## src/rtl/cpu_control_fsm.sv

```systemverilog
`default_nettype none
// ============================================================================
// cpu_control_fsm : instruction register, decoder and Moore sequencer for the
//                   simple RISC CPU (datapath, memory and PC strobes).
// Revision 1.0
// ============================================================================
module cpu_control_fsm (
  input  logic        clk,
  input  logic        reset_n,
  input  logic [15:0] read_data,
  output logic [1:0]  vsel,
  output logic [2:0]  writenum,
  output logic [2:0]  readnum,
  output logic        write,
  output logic        loada,
  output logic        loadb,
  output logic        loadc,
  output logic        loads,
  output logic        asel,
  output logic        bsel,
  output logic [1:0]  shift,
  output logic [1:0]  ALUop,
  output logic [15:0] sximm5,
  output logic [15:0] sximm8,
  output logic [1:0]  mem_cmd,
  output logic        addr_sel,
  output logic        load_pc,
  output logic        reset_pc,
  output logic        load_addr,
  output logic        halted
);

  localparam logic [1:0] MEM_NONE  = 2'b00;
  localparam logic [1:0] MEM_READ  = 2'b01;
  localparam logic [1:0] MEM_WRITE = 2'b10;

  localparam logic [1:0] VSEL_DP   = 2'b00;
  localparam logic [1:0] VSEL_IMM8 = 2'b10;
  localparam logic [1:0] VSEL_MEM  = 2'b11;

  typedef enum logic [4:0] {
    S_RST       = 5'd0,
    S_IF1       = 5'd1,
    S_IF2       = 5'd2,
    S_UPDATE_PC = 5'd3,
    S_DECODE    = 5'd4,
    S_WRITE_IMM = 5'd5,
    S_GET_A     = 5'd6,
    S_GET_B     = 5'd7,
    S_ALU       = 5'd8,
    S_WRITE_REG = 5'd9,
    S_ADDR      = 5'd10,
    S_LOAD_ADDR = 5'd11,
    S_MEM_RD    = 5'd12,
    S_WB_MEM    = 5'd13,
    S_GET_D     = 5'd14,
    S_PASS_D    = 5'd15,
    S_MEM_WR    = 5'd16,
    S_HALT      = 5'd17
  } state_t;

  state_t      state;
  state_t      next_state;
  logic [15:0] ir;

  logic [2:0] opcode;
  logic [1:0] op;
  logic [2:0] rn;
  logic [2:0] rd;
  logic [1:0] sh;
  logic [2:0] rm;

  assign opcode = ir[15:13];
  assign op     = ir[12:11];
  assign rn     = ir[10:8];
  assign rd     = ir[7:5];
  assign sh     = ir[4:3];
  assign rm     = ir[2:0];

  assign sximm5 = {{11{ir[4]}}, ir[4:0]};
  assign sximm8 = {{8{ir[7]}}, ir[7:0]};

  logic is_movi;
  logic is_movr;
  logic is_mvn;
  logic is_add;
  logic is_and;
  logic is_cmp;
  logic is_ldr;
  logic is_str;
  logic is_halt;
  logic is_mem;
  logic mem_seq;

  assign is_movi = (opcode == 3'b110) && (op == 2'b10);
  assign is_movr = (opcode == 3'b110) && (op == 2'b00);
  assign is_mvn  = (opcode == 3'b101) && (op == 2'b11);
  assign is_add  = (opcode == 3'b101) && (op == 2'b00);
  assign is_and  = (opcode == 3'b101) && (op == 2'b10);
  assign is_cmp  = (opcode == 3'b101) && (op == 2'b01);
  assign is_ldr  = (opcode == 3'b011) && (op == 2'b00);
  assign is_str  = (opcode == 3'b100) && (op == 2'b00);
  assign is_halt = (opcode == 3'b111);
  assign is_mem  = is_ldr || is_str;

  // The address-arithmetic states of LDR/STR always use an unshifted operand.
  assign mem_seq = ((state == S_GET_A) && is_mem) ||
                   (state == S_ADDR)   || (state == S_LOAD_ADDR) ||
                   (state == S_MEM_RD) || (state == S_WB_MEM)    ||
                   (state == S_GET_D)  || (state == S_PASS_D)    ||
                   (state == S_MEM_WR);

  assign shift = mem_seq ? 2'b00 : sh;
  assign ALUop = (opcode == 3'b101) ? op : 2'b00;

  always_ff @(posedge clk or negedge reset_n) begin
    if (!reset_n) begin
      state <= S_RST;
      ir    <= 16'h0000;
    end else begin
      state <= next_state;
      if (state == S_IF2) begin
        ir <= read_data;
      end
    end
  end

  always_comb begin
    next_state = state;
    vsel       = VSEL_DP;
    writenum   = 3'd0;
    readnum    = 3'd0;
    write      = 1'b0;
    loada      = 1'b0;
    loadb      = 1'b0;
    loadc      = 1'b0;
    loads      = 1'b0;
    asel       = 1'b0;
    bsel       = 1'b0;
    mem_cmd    = MEM_NONE;
    addr_sel   = 1'b0;
    load_pc    = 1'b0;
    reset_pc   = 1'b0;
    load_addr  = 1'b0;
    halted     = 1'b0;

    case (state)
      S_RST: begin
        reset_pc   = 1'b1;
        load_pc    = 1'b1;
        next_state = S_IF1;
      end
      S_IF1: begin
        addr_sel   = 1'b1;
        mem_cmd    = MEM_READ;
        next_state = S_IF2;
      end
      S_IF2: begin
        addr_sel   = 1'b1;
        mem_cmd    = MEM_READ;
        next_state = S_UPDATE_PC;
      end
      S_UPDATE_PC: begin
        load_pc    = 1'b1;
        next_state = S_DECODE;
      end
      S_DECODE: begin
        if (is_movi) begin
          next_state = S_WRITE_IMM;
        end else if (is_movr || is_mvn) begin
          next_state = S_GET_B;
        end else if (is_add || is_and || is_cmp || is_mem) begin
          next_state = S_GET_A;
        end else if (is_halt) begin
          next_state = S_HALT;
        end else begin
          next_state = S_IF1;
        end
      end
      S_WRITE_IMM: begin
        vsel       = VSEL_IMM8;
        writenum   = rn;
        write      = 1'b1;
        next_state = S_IF1;
      end
      S_GET_A: begin
        readnum    = rn;
        loada      = 1'b1;
        next_state = is_mem ? S_ADDR : S_GET_B;
      end
      S_GET_B: begin
        readnum    = rm;
        loadb      = 1'b1;
        next_state = S_ALU;
      end
      S_ALU: begin
        // Single-operand moves force the A input to zero.
        asel       = is_movr || is_mvn;
        loadc      = !is_cmp;
        loads      = is_cmp;
        next_state = is_cmp ? S_IF1 : S_WRITE_REG;
      end
      S_WRITE_REG: begin
        vsel       = VSEL_DP;
        writenum   = rd;
        write      = 1'b1;
        next_state = S_IF1;
      end
      S_ADDR: begin
        bsel       = 1'b1;
        loadc      = 1'b1;
        next_state = S_LOAD_ADDR;
      end
      S_LOAD_ADDR: begin
        load_addr  = 1'b1;
        next_state = is_str ? S_GET_D : S_MEM_RD;
      end
      S_MEM_RD: begin
        mem_cmd    = MEM_READ;
        next_state = S_WB_MEM;
      end
      S_WB_MEM: begin
        mem_cmd    = MEM_READ;
        vsel       = VSEL_MEM;
        writenum   = rd;
        write      = 1'b1;
        next_state = S_IF1;
      end
      S_GET_D: begin
        readnum    = rd;
        loadb      = 1'b1;
        next_state = S_PASS_D;
      end
      S_PASS_D: begin
        asel       = 1'b1;
        loadc      = 1'b1;
        next_state = S_MEM_WR;
      end
      S_MEM_WR: begin
        mem_cmd    = MEM_WRITE;
        next_state = S_IF1;
      end
      S_HALT: begin
        halted     = 1'b1;
        next_state = S_HALT;
      end
      default: begin
        next_state = S_RST;
      end
    endcase
  end

endmodule
`default_nettype wire

```

## config.mk

```make
export PLATFORM = sky130hd
export DESIGN_NAME = cpu_control_fsm
export DESIGN_NICKNAME = d
export VERILOG_FILES = /design/src/rtl/cpu_control_fsm.sv
export SDC_FILE = /design/constraint.sdc
export NUM_CORES = 1
export LEC_CHECK = 0
export BUFFER_PORTS_ARGS = -buffer_cell sky130_fd_sc_hd__buf_2
export CAP_MARGIN = 20
export CORE_UTILIZATION = 40
export DETAILED_ROUTE_END_ITERATION = 10
export PLACE_DENSITY = 0.7
export REMOVE_ABC_BUFFERS = 1
export SLEW_MARGIN = 15
export SYNTH_ARGS = -nofsm -noshare
export SYNTH_HDL_FRONTEND = slang
export SYNTH_SLANG_ARGS = --single-unit
```

## constraint.sdc

```tcl
create_clock -name clk -period 3.6 [get_ports clk]
set_input_delay 0.54 -clock clk [delete_from_list [all_inputs] [get_ports clk]]
set_output_delay 0.54 -clock clk [all_outputs]
set_load 0.05 [all_outputs]
```

==> summary.txt <==
Run status
  • Status: complete, no violations

Synth
  • EDFF count, synth: 0
  • Async set-or-reset flop fraction in the synthesized netlist: 100%
  • Cell with the most instances after synthesis: buf_4
  • Sequential area share after synthesis: 29.8%
  • Warnings from Yosys: 0
  • Synth unique cells: 48
  • Top_reg_cell synth: dfrtp_1
  • Post-Syn Instances: 197
  • Yosys reg bits: 21
  • Cell Area, Synth: 0.00176 mm^2
  • Largest cells by area after synthesis: dfrtp_1, buf_4, mux2_4
  • Area leader, netlist: dfrtp_1
  • Post-synth top cells: buf_4, dfrtp_1, nand2_1
  • Fraction of post-synthesis cell area in the top cell type by area: 29.8%
  • Mapped Avg Cell Area: 8.96 um^2

Route
  • Remaining antenna violation count after routing: 0
  • # DRC: 0
  • DR iter-0 viols: 88
  • Routed via count: 1459
  • DR pass1 iterations: 4
  • Drt wl/cell: 13.6 um
  • Routed WL: 3790 um
  • Vias/cell: 5.25

Global routing
  • Global-route wire length before repair: 5840 um
  • GR Util All Layers: 16.4%
  • Congestion Overflow GR: 0
  • Initial antenna violation count: 0
  • Largest net degree at the start of global routing: 23
  • Vias in the first global route: 1236

Critical path
  • Crit path capture type: output pin
  • CP arrival: 2.13 ns
  • Worst Path Max Fanout: 22
  • Req. time, crit path: 3.06 ns
  • Critical path class: flip-flop to output pin
  • CP Launch Type: flip-flop

Timing
  • Rel. slew slack: 59.6%
  • Final Slew Violations: 0
  • Worst setup margin: 0.928 ns
  • Unrepaired setup endpoints after global routing: no
  • Endpoints failing setup: 0
  • Worst Skew: 0.00264 ns
  • Crit path time final: 2.67 ns
  • Worst-margin pin slew: 0.598 ns
  • Final Hold Fails: 0
  • Fin Hold WS: 0.233 ns
  • Max Freq: 374 MHz
  • Period utilization: 74.2%
  • Setup TNS: 0 ns

Floorplanning
  • Die Footprint: 0.00468 mm^2
  • Core Region: 0.00412 mm^2
  • Initial Util: 42.9%
  • # IOs: 76
  • Die H: 68.4 um
  • Die W: 68.4 um
  • # rows: 23

Placed design
  • I/O Buffers: 75
  • Dpl ws: 1.22 ns
  • GPL Wtd Cong: 0.856
  • Post-DP HPWL: 2830 um

Layout
  • Nets@finish: 247
  • Layout cells sized above 1: 44.3%
  • Area growth syn-to-layout: 6.95%
  • Fin util: 45.8%
  • # diodes: 0

Clock tree
  • Post-CTS Setup Bufs: 0
  • TritonCTS Buffers: 3
  • Post-CTS sizing: 0
  • CTS Root Cell: clkbuf_8
  • Worst-path clk slew: 0.07 ns
  • CTS max path bufs: 2
  • Skew-Pair Late Insertion Delay: 0.26 ns
  • TritonCTS clock tree: built
  • CTS Hold Buffers Added: 0
  • CTS Sinks: 21
  • CTS H-tree lvls: 1

Job
  • Max-Cap Viols: 0

Min path
  • HP Class: primary input to async pin
## flip-flops by register name, summed over array words and instances (netlist names)
signal,cells
ir,16
state,5
## metal layers
metal / GRT usage (%) / up-vias / routed length (um)
met4: 2.08 / 0 / 6
met5: 0 / - / 0
met3: 3.83 / 2 / 224
li1: - / 726 / -
met2: 27.7 / 61 / 1810
met1: 21.7 / 670 / 1750
## placed cells by master (no fill, tap or decap), types with 2 or more instances in the layout
master    netlist  routed
buf_2           2      75
clkbuf_8        0       3
o21ai_0         4       4
a21oi_1         7       7
nor3_1          7       7
dfrtp_1        21      21
and3_1          4       4
nand4b_1        2       2
nor4b_1         3       3
nand2b_1        4       4
or4_1           2       2
nor2_1         13      13
a31o_2          2       2
a22oi_1         6       6
mux2_2          6       6
nand3_1         5       5
mux2_4         10      10
nor4_1          3       3
inv_1           3       3
nor2b_1         5       5
o22ai_1         2       2
nand2_1        18      18
## worst max-delay path, cell delays in order (launching register included)
cell and delay [ns]:
dfrtp_1 0.61, nand2b_1 0.32, nor3_1 0.41, a22oi_1 0.17, nand2_1 0.10, buf_2 0.26
## metrics by stage
stage,instances,instance area (um^2)
after floorplan,149,1400
after global placement,274,1840
after detailed placement,274,1840
after CTS,278,1890
after global routing,278,1890
final,278,1890
## final cells by class
class,count,area (um^2)
clock buffers,4,45.0
fillers,416,2230
inverters,3,11.3
multi-input cells,125,867
flip-flops and latches,21,526
well taps,50,62.6
repair buffers,75,375
## kinds of logic (layout without fill, tap and decap cells)
logic type	after synthesis	after routing	share of synthesized area [%]
buf+inv	51	82	21.1
xor+xnor	1	1	0.497
mux	16	16	12.3
compound gates	31	31	12.0
simple gates	77	77	24.3
flops	21	21	29.8
## path summary, 6_finish.rpt
kind | startpoint | to | slack (ns) | depth (start not counted)
setup reg to reg | state[3]$_DFF_PN0_ | state[1]$_DFF_PN0_ | 1.55 | 4
hold reg to reg | ir[10]$_DFFE_PN0P_ | ir[10]$_DFFE_PN0P_ | 0.56 | 1
hold / removal | reset_n | ir[2]$_DFFE_PN0P_ | 0.23 | 1
setup / recovery | state[0]$_DFF_PN0_ | readnum[2] | 0.93 | 5
max in group asynchronous | reset_n | ir[12]$_DFFE_PN0P_ | 3.04 | 1
min in group clk | read_data[5] | ir[5]$_DFFE_PN0P_ | 0.51 | 2
Power is not shown: default switching activity piles up to over one toggle a cycle in this logic, so the estimate is an artifact.
